--- config.mk ---
export PLATFORM = sky130hd
export DESIGN_NAME = issue_queue
export DESIGN_NICKNAME = d
export VERILOG_FILES = /design/src/rtl/rv32i_types.sv /design/src/rtl/iq_ptr.sv /design/src/rtl/issue_queue.sv
export SDC_FILE = /design/constraint.sdc
export NUM_CORES = 1
export LEC_CHECK = 0
export CELL_PAD_IN_SITES_DETAIL_PLACEMENT = 1
export CELL_PAD_IN_SITES_GLOBAL_PLACEMENT = 1
export CORE_MARGIN = 5
export CORE_UTILIZATION = 51
export DETAILED_ROUTE_END_ITERATION = 10
export PLACE_DENSITY = 0.79
export SETUP_SLACK_MARGIN = 0.3
export SYNTH_ARGS = -nofsm -noshare
export SYNTH_HDL_FRONTEND = slang
export SYNTH_SLANG_ARGS = --single-unit
--- constraint.sdc ---
create_clock -name clk -period 5.9 [get_ports clk]
set_input_delay 1.77 -clock clk [delete_from_list [all_inputs] [get_ports clk]]
set_output_delay 1.77 -clock clk [all_outputs]
set_load 0.05 [all_outputs]
--- src/rtl/rv32i_types.sv ---
// ============================================================================
// rv32i_types : shared queue-entry type and issue-queue sizing constants
// Revision    : 1.0
// ============================================================================
`default_nettype none

package rv32i_types;

   localparam int IQ_DEPTH_ALU   = 8;
   localparam int IQ_DEPTH_MEM   = 8;
   // Entries kept free so dispatch can stall before the queue actually fills.
   localparam int IQ_AFULL_SLACK = 2;

   typedef struct packed {
      logic [6:0] opcode;
      logic [4:0] rd;
      logic [4:0] rs1;
      logic [4:0] rs2;
      logic [9:0] rob_tag;
   } queue_item_t;

endpackage

`default_nettype wire

--- src/rtl/iq_ptr.sv ---
// ============================================================================
// iq_ptr   : wrapping queue pointer with increment and synchronous clear
// Revision : 1.0
// ============================================================================
`default_nettype none

module iq_ptr #(
   parameter int PTR_W = 3
) (
   input  logic             clk,
   input  logic             rst,
   input  logic             clr,
   input  logic             inc,
   output logic [PTR_W-1:0] ptr
);

   logic [PTR_W-1:0] ptr_q;
   logic [PTR_W-1:0] ptr_d;

   // Power-of-two depth lets the pointer wrap by plain overflow.
   always_comb begin
      ptr_d = ptr_q;
      if (clr) begin
         ptr_d = '0;
      end else if (inc) begin
         ptr_d = ptr_q + PTR_W'(1);
      end
   end

   always_ff @(posedge clk or negedge rst) begin
      if (!rst) begin
         ptr_q <= '0;
      end else begin
         ptr_q <= ptr_d;
      end
   end

   assign ptr = ptr_q;

endmodule

`default_nettype wire

--- src/rtl/issue_queue.sv ---
// ============================================================================
// issue_queue : circular FIFO between dispatch and register-read, with flush,
//               occupancy status and sticky error flags.
//               Optional macro ISSUEQ_BYPASS_EN: empty-queue push-through.
// Revision    : 1.0
// ============================================================================
`default_nettype none

module issue_queue
   import rv32i_types::*;
#(
   parameter int WIDTH        = 32,
   parameter int DEPTH        = IQ_DEPTH_ALU,
   parameter int AFULL_THRESH = DEPTH - IQ_AFULL_SLACK
) (
   input  logic                       clk,
   input  logic                       rst,
   input  logic                       push,
   input  logic [WIDTH-1:0]           din,
   input  logic                       pop,
   output logic [WIDTH-1:0]           dout,
   input  logic                       flush,
   output logic                       empty,
   output logic                       full,
   output logic                       almost_full,
   output logic [$clog2(DEPTH+1)-1:0] count,
   output logic                       overflow,
   output logic                       underflow,
   input  logic                       clr_err
);

   localparam int PTR_W = $clog2(DEPTH);
   localparam int CNT_W = $clog2(DEPTH+1);

   logic [WIDTH-1:0] mem_q [DEPTH];
   logic [PTR_W-1:0] rd_ptr;
   logic [PTR_W-1:0] wr_ptr;
   logic [CNT_W-1:0] count_q;
   logic [CNT_W-1:0] count_d;
   logic             overflow_q;
   logic             overflow_d;
   logic             underflow_q;
   logic             underflow_d;
   logic             is_empty;
   logic             is_full;
   logic             bypass;
   logic             pop_ok;
   logic             push_ok;

   assign is_empty = (count_q == '0);
   assign is_full  = (count_q == CNT_W'(DEPTH));

`ifdef ISSUEQ_BYPASS_EN
   assign bypass = is_empty & push & pop;
`else
   assign bypass = 1'b0;
`endif

   // A pop frees the slot, so a push into a full queue still lands.
   assign pop_ok  = pop & ~is_empty;
   assign push_ok = push & (~is_full | pop_ok) & ~bypass;

   always_comb begin
      count_d     = count_q;
      overflow_d  = overflow_q;
      underflow_d = underflow_q;
      if (clr_err) begin
         overflow_d  = 1'b0;
         underflow_d = 1'b0;
      end
      if (flush) begin
         count_d = '0;
      end else begin
         count_d = count_q + CNT_W'(push_ok) - CNT_W'(pop_ok);
         if (push & is_full & ~pop_ok) begin
            overflow_d = 1'b1;
         end
         if (pop & is_empty & ~bypass) begin
            underflow_d = 1'b1;
         end
      end
   end

   always_ff @(posedge clk or negedge rst) begin
      if (!rst) begin
         count_q     <= '0;
         overflow_q  <= 1'b0;
         underflow_q <= 1'b0;
      end else begin
         count_q     <= count_d;
         overflow_q  <= overflow_d;
         underflow_q <= underflow_d;
      end
   end

   always_ff @(posedge clk) begin
      if (push_ok & ~flush) begin
         mem_q[wr_ptr] <= din;
      end
   end

   iq_ptr #(.PTR_W(PTR_W)) u_wr_ptr (
      .clk (clk),
      .rst (rst),
      .clr (flush),
      .inc (push_ok),
      .ptr (wr_ptr)
   );

   iq_ptr #(.PTR_W(PTR_W)) u_rd_ptr (
      .clk (clk),
      .rst (rst),
      .clr (flush),
      .inc (pop_ok),
      .ptr (rd_ptr)
   );

   always_comb begin
      dout = '0;
      if (!is_empty) begin
         dout = mem_q[rd_ptr];
      end
`ifdef ISSUEQ_BYPASS_EN
      else if (push) begin
         dout = din;
      end
`endif
   end

   assign empty       = is_empty;
   assign full        = is_full;
   assign almost_full = (count_q >= CNT_W'(AFULL_THRESH));
   assign count       = count_q;
   assign overflow    = overflow_q;
   assign underflow   = underflow_q;

endmodule

`default_nettype wire

==> flow_metrics.py, run 1 <==
metrics = {
    "pwr": {
        "clockPowerShare": 0.280,
        "swShare": 0.332,
        "pwr-share-comb": 0.319,
        "worst_ir_drop_vdd_mv": 0.268,
        "seq_power_share": 0.402,
        "p_sw_mw": 1.88,
        "p_leak_nw": 4.00,
        "p_int_mw": 3.78,
        "power_density_nw_per_um2": 457,
    },
    "final_layout": {
        "stdcell_area_um2": 12400,
        "stdcell_count": 855,
        "nets": 614,
        "multi_input_area_um2": 2270,
        "final-seq-area_um2": 7990,
        "n_antenna_cell": 0,
        "drive_gt1_frac": 0.231,
        "fillerInstances": 1652,
        "syn_to_final_growth_pct": 19.7,
    },
    "min_path": {
        "min_from": "underflow",
        "min_path_type": "reg2reg",
    },
    "floorplan": {
        "dieWidth_um": 153,
        "die_area_um2": 23300,
        "rows": 52,
        "dieHeight_um": 153,
        "initial_utilization": 0.515,
        "io_pins": 79,
        "core_area_um2": 20100,
    },
    "detailed_routing": {
        "detail_route.wl_per_cell_um": 26.3,
        "ant_nets": 0,
        "first_iter_violations": 375,
        "routed_wl_um": 22500,
        "drcViolationCount": 0,
        "vias": 5023,
        "drtPass1Iterations": 4,
        "vias_per_cell": 5.87,
    },
    "synth": {
        "synthArstFlopShare": 0.0448,
        "synthCells": 464,
        "synth_edf_count": 256,
        "synth_most_common_cell": "edfxtp_1",
        "synth_area_per_cell_um2": 22.3,
        "ys_seq_elements": 268,
        "syn_area_um2": 10400,
        "synthTopCellsByArea": "edfxtp_1 (74%), mux4_2 (14%), dfrtp_1 (2.9%), a22o_1 (2.7%), ha_1 (0.97%)",
        "ys_types": 36,
        "yosys_warnings": 0,
        "yosysSeqAreaShare": 0.771,
        "synth.top_cell.area_share": 0.742,
        "synthTopCellsByCount": "edfxtp_1 (256), mux4_2 (64), a22o_1 (32), dfrtp_1 (12), clkbuf_1 (11)",
        "synth_top_cell_by_area": "edfxtp_1",
        "synth_ff_type": "edfxtp_1",
        "syn_nets": 511,
    },
    "clocking": {
        "h-tree-depth": 1,
        "max-clock-path-buffers": 3,
        "root_buffer": "clkbuf_16",
        "cts.sinks": 268,
        "cts_tree": "yes",
        "cts_buffers": 28,
        "insertion_delay_ns": 0.52,
        "clkSlewWorstSetupHoldPaths_ns": 0.06,
        "post-cts-setup-buffers": 0,
        "cts_hold_buffers": 0,
        "cts_resized": 0,
    },
    "run": {
        "maxCapViolations": 0,
    },
    "timing": {
        "slew_headroom": 0.352,
        "max_freq_ghz": 0.188,
        "fin_crit_ns": 5.32,
        "finalSetupViolCount": 0,
        "slew_violations": 0,
        "finalClockSkew_ns": 0.00767,
        "layout_setup_ws_ns": 0.585,
        "rsz0062_at_grt": "false",
        "min_period_over_period": 0.901,
        "setup_tns_ns": 0,
        "worst_slew_pin_slew_ns": 0.962,
        "final-hold-violation-count": 0,
    },
    "global_route": {
        "grt_overflow": 0,
        "grt_pass1_vias": 5747,
        "grtUsageTotal": 0.194,
        "grt_pass1_wl_um": 34900,
        "antenna_found_initial": 0,
        "grt_max_degree": 42,
    },
    "placed_design": {
        "placed_cell_area_um2": 11600,
        "io_buffers": 78,
        "pre_cts_ws_ns": 1.15,
        "place_hpwl_um": 13300,
        "dpl.cell_count": 807,
        "gp_congestion": 0.789,
    },
    "critical_path": {
        "rrSetupSlack_ns": 3.07,
        "crit_type": "reg2out",
        "startpoint": "count[2]",
        "rr_worst_depth": 6,
        "cp-start-kind": "flip-flop",
        "r2r_start": "count[2]",
        "arrival_ns": 3.55,
        "regToRegEndpoint": "mem_q[7][27]",
        "worstPathMaxFanout": 19,
        "critPathCapture": "dout[11]",
        "cp.required_ns": 4.13,
        "crit_path_end_kind": "output pin",
    },
    "run_status": {
        "status": "finished clean",
    },
}
-- layout by cell type (no fill, tap or decap), types with 4 or more instances in the layout --
cell type | Yosys | layout
edfxtp_1 | 256 | 256
clkdlybuf4s50_1 | 0 | 78
mux4_2 | 64 | 64
a22o_1 | 32 | 32
clkbuf_16 | 0 | 28
buf_4 | 3 | 17
dfrtp_1 | 12 | 10
o21ai_0 | 8 | 8
ha_1 | 8 | 8
inv_1 | 7 | 7
nor2_1 | 10 | 6
clkinv_1 | 0 | 6
clkbuf_1 | 11 | 6
clkinv_2 | 0 | 5
nor2_4 | 0 | 4
nor2b_1 | 4 | 4
nor3_2 | 0 | 4
-- layout make-up --
cell class,count,area share
clock buffer,34,0.0583
clock inverter,14,0.00827
inverter,8,0.00242
multi-input combinational,164,0.183
sequential,268,0.645
tap,270,0.0272
timing repair buffer,97,0.0765
-- flip-flops by register name, summed over array words and instances, names as in the netlist --
register and count:
overflow 1, underflow 1, mem_q 256, u_wr_ptr.ptr 3, u_rd_ptr.ptr 3, count 4
-- layer usage --
layer | vias to the layer above | global-route usage | part of all wire
met2 | 182 | 0.338 | 0.52
li1 | 2169 | - | -
met5 | - | 0 | 0
met3 | 26 | 0.0381 | 0.064
met1 | 2646 | 0.262 | 0.41
met4 | 0 | 0.0361 | 0.011
-- how the worst min path moves through the flow --
stage / to / slack, ns / depth (start not counted)
4_1_cts: underflow / 0.56 / 2
5_1_grt: underflow / 0.58 / 2
2_1_floorplan: u_wr_ptr.ptr[1] / 0.60 / 2
3_3_place_gp: overflow / 0.53 / 2
6_report: underflow / 0.56 / 2
3_5_place_dp: underflow / 0.54 / 2
-- critical path, cell delays in order (launching register included) --
cell             delay, ns
dfrtp_1               0.39
inv_1                 0.10
ha_1                  0.22
or3b_4                0.28
inv_2                 0.08
nor2_4                0.53
buf_4                 0.36
a22o_1                0.22
clkdlybuf4s50_1       0.83
-- power groups by stage --
stage / logic [mW] / clock network (mW) / registers (mW)
global placement: 1.78 / 0 / 2.31
CTS: 1.83 / 1.61 / 2.28
detailed placement: 1.81 / 0 / 2.32
floorplan: 1.24 / 0 / 2.29
finish: 1.80 / 1.58 / 2.27
global route: 1.89 / 1.72 / 2.29
-- metrics by stage --
step / power, mW / hold slack, ns / util
2_1_floorplan: 3.53 / 0.597 / -
3_3_place_gp: 4.09 / 0.526 / 0.576
3_5_place_dp: 4.13 / 0.536 / 0.576
4_1_cts: 5.72 / 0.558 / 0.617
5_1_grt: 5.90 / 0.583 / 0.617
6_report: 5.66 / 0.556 / 0.617
-- logic make-up (layout without fill, tap and decap cells) --
group                      count (synthesis)  count (layout)  share of synthesized area
buffers and inverters                     32             153                     0.0169
AOI/OAI and AO/OA                         49              49                     0.0369
and+or+nand+nor                           38              38                     0.0208
xor gates and xnor gates                   1               1                   0.000845
adders and majority gates                  9               9                     0.0116
muxes                                     67              67                      0.142
DFF                                      268             268                      0.771
No activity file was read; power rests on OpenSTA's default activity.
==> run 2, diff against run 1 <==
==> constraint.sdc (replaced) <==
create_clock -name clk -period 5.9 [get_ports clk]
set_input_delay 1.77 -clock clk [delete_from_list [all_inputs] [get_ports clk]]
set_output_delay 1.77 -clock clk [all_outputs]
set_load 0.02 [all_outputs]
==> run 2 against run 1 <==
Net effect:
- clock skew up 0.0022 ns
- sequential power about the same
- sequential share of layout area hardly changed
- critical path depth is 4 lower
- critical path type unchanged
- hold slack lost 0.017 ns
==> flow_metrics.py, run 2 (synthesis gave the netlist of run 1 again) <==
metrics = {
    "critical_path": {
        "rr_worst_depth": 6,
        "cp.required_ns": 4.13,
        "r2r_start": "count[2]",
        "crit_type": "reg2out",
        "worstPathMaxFanout": 57,
        "regToRegEndpoint": "mem_q[4][5]",
        "rrSetupSlack_ns": 3.04,
        "crit_path_end_kind": "output pin",
        "arrival_ns": 3.47,
        "cp-start-kind": "flip-flop",
    },
    "global_route": {
        "grt_pass1_vias": 5638,
        "met2_usage": 0.339,
        "antenna_found_initial": 0,
        "grt_pass1_wl_um": 34300,
        "grtUsageMet3": 0.0324,
        "top_usage_layer": "met2",
        "grt_overflow": 0,
        "grt_max_degree": 58,
        "met1_usage": 0.251,
        "grtUsageTotal": 0.191,
    },
    "timing": {
        "slew_headroom": 0.248,
        "max_freq_ghz": 0.191,
        "setup_tns_ns": 0,
        "worst_slew_pin_slew_ns": 1.13,
        "min_period_over_period": 0.888,
        "finalClockSkew_ns": 0.00991,
        "rsz0062_at_grt": "false",
        "final-hold-violation-count": 0,
        "fin_crit_ns": 5.24,
        "slew_violations": 0,
        "finalSetupViolCount": 0,
    },
    "final_layout": {
        "layout_commonest_cell": "edfxtp_1",
        "final_cell_mix": "edfxtp_1 (256), clkdlybuf4s50_1 (78), mux4_2 (64)",
        "syn_to_final_growth_pct": 19.6,
        "nets": 611,
        "n_antenna_cell": 0,
        "largest_reg_flops": 256,
        "drive_gt1_frac": 0.228,
        "regMostFlops": "mem_q",
    },
    "clocking": {
        "cts.sinks": 268,
        "root_buffer": "clkbuf_16",
        "cts_tree": "yes",
        "max-clock-path-buffers": 3,
        "h-tree-depth": 1,
        "cts_buffers": 27,
        "cts_hold_buffers": 0,
        "cts_resized": 0,
        "post-cts-setup-buffers": 0,
        "insertion_delay_ns": 0.53,
        "clkSlewWorstSetupHoldPaths_ns": 0.06,
    },
    "detailed_routing": {
        "vias": 5068,
        "routed_wl_um": 22200,
        "drtPass1Iterations": 5,
        "drcViolationCount": 0,
        "ant_nets": 0,
        "first_iter_violations": 354,
        "detail_route.wl_per_cell_um": 26.0,
        "vias_per_cell": 5.94,
    },
    "min_path": {
        "worst_hold_path.endpoint": "overflow",
        "hold_depth": 2,
        "min_from": "overflow",
        "min_path_type": "reg2reg",
    },
    "floorplan": {
        "initial_utilization": 0.515,
        "rows": 52,
        "dieHeight_um": 153,
        "io_pins": 79,
        "dieWidth_um": 153,
        "die_area_um2": 23300,
        "core_area_um2": 20100,
    },
    "pwr": {
        "clockPowerShare": 0.309,
        "pwr-share-comb": 0.261,
        "p_sw_mw": 1.48,
        "worst_ir_drop_vdd_mv": 0.322,
        "seq_power_share": 0.430,
        "p_int_mw": 3.83,
        "power_density_nw_per_um2": 429,
        "total_power_mw": 5.32,
        "p_leak_nw": 3.99,
        "swShare": 0.279,
    },
    "run": {
        "maxCapViolations": 0,
    },
    "placed_design": {
        "gp_congestion": 0.712,
        "place_hpwl_um": 13000,
        "io_buffers": 78,
    },
    "run_status": {
        "status": "finished clean",
    },
}
## run 2: cell count changes in the layout (fill, tap and decap cells not counted)
cell	delta
buf_12	-1
clkbuf_1	+1
inv_6	+1
clkinv_8	-1
clkinv_4	-1
buf_4	-1
bufinv_16	+2
clkbuf_16	-1
clkinv_1	-1
## run 2: per-layer routing
| metal | wire, um | vias to the layer above | share of wire |
|---|---|---|---|
| met2 | 11800 | 170 | 0.53 |
| met3 | 1050 | 41 | 0.047 |
| li1 | - | 2171 | - |
| met1 | 8870 | 2686 | 0.40 |
| met4 | 445 | 0 | 0.020 |
| met5 | 0 | - | 0 |
## run 2: layout make-up
class                   instances  area, um^2
clock buffers                  34         702
multi-input cells             164        2270
inverters                       8        30.0
fillers                      1657        7710
clock inverters                14         143
well taps                     270         338
flip-flops and latches        268        7990
repair buffers                 95         921
## run 2: critical path, cell delays in order (launching register included)
cell and delay (ns):
dfrtp_4 1.17, buf_4 0.40, mux4_2 0.54, a22o_1 0.27
clkdlybuf4s50_1 0.55
## run 2: worst max path at each step
stage | slack [ns] | to | startpoint
4_1_cts | 0.55 | dout[27] | u_rd_ptr.ptr[0]
5_1_grt | 0.41 | dout[27] | u_rd_ptr.ptr[0]
2_1_floorplan | 0.92 | mem_q[0][0] | flush
3_5_place_dp | 1.12 | dout[27] | u_rd_ptr.ptr[0]
6_report | 0.66 | dout[27] | u_rd_ptr.ptr[0]
3_3_place_gp | 1.17 | dout[27] | u_rd_ptr.ptr[0]
## run 2: stage by stage
stage	utilization	hold slack, ns	setup slack (ns)	instance area [um^2]	instances
floorplan	-	0.597	0.923	10400	464
global placement	0.574	0.520	1.17	11500	805
detailed placement	0.574	0.530	1.12	11500	805
CTS	0.616	0.544	0.555	12400	853
global route	0.616	0.582	0.411	12400	853
finish	0.616	0.538	0.661	12400	853
## run 2: power by group through the flow
stage / logic (mW) / registers (mW) / clock network [mW]
after global routing: 1.48 / 2.31 / 1.77
after floorplan: 0.885 / 2.25 / 0
after CTS: 1.41 / 2.29 / 1.67
after global placement: 1.37 / 2.32 / 0
final: 1.39 / 2.28 / 1.65
after detailed placement: 1.40 / 2.33 / 0
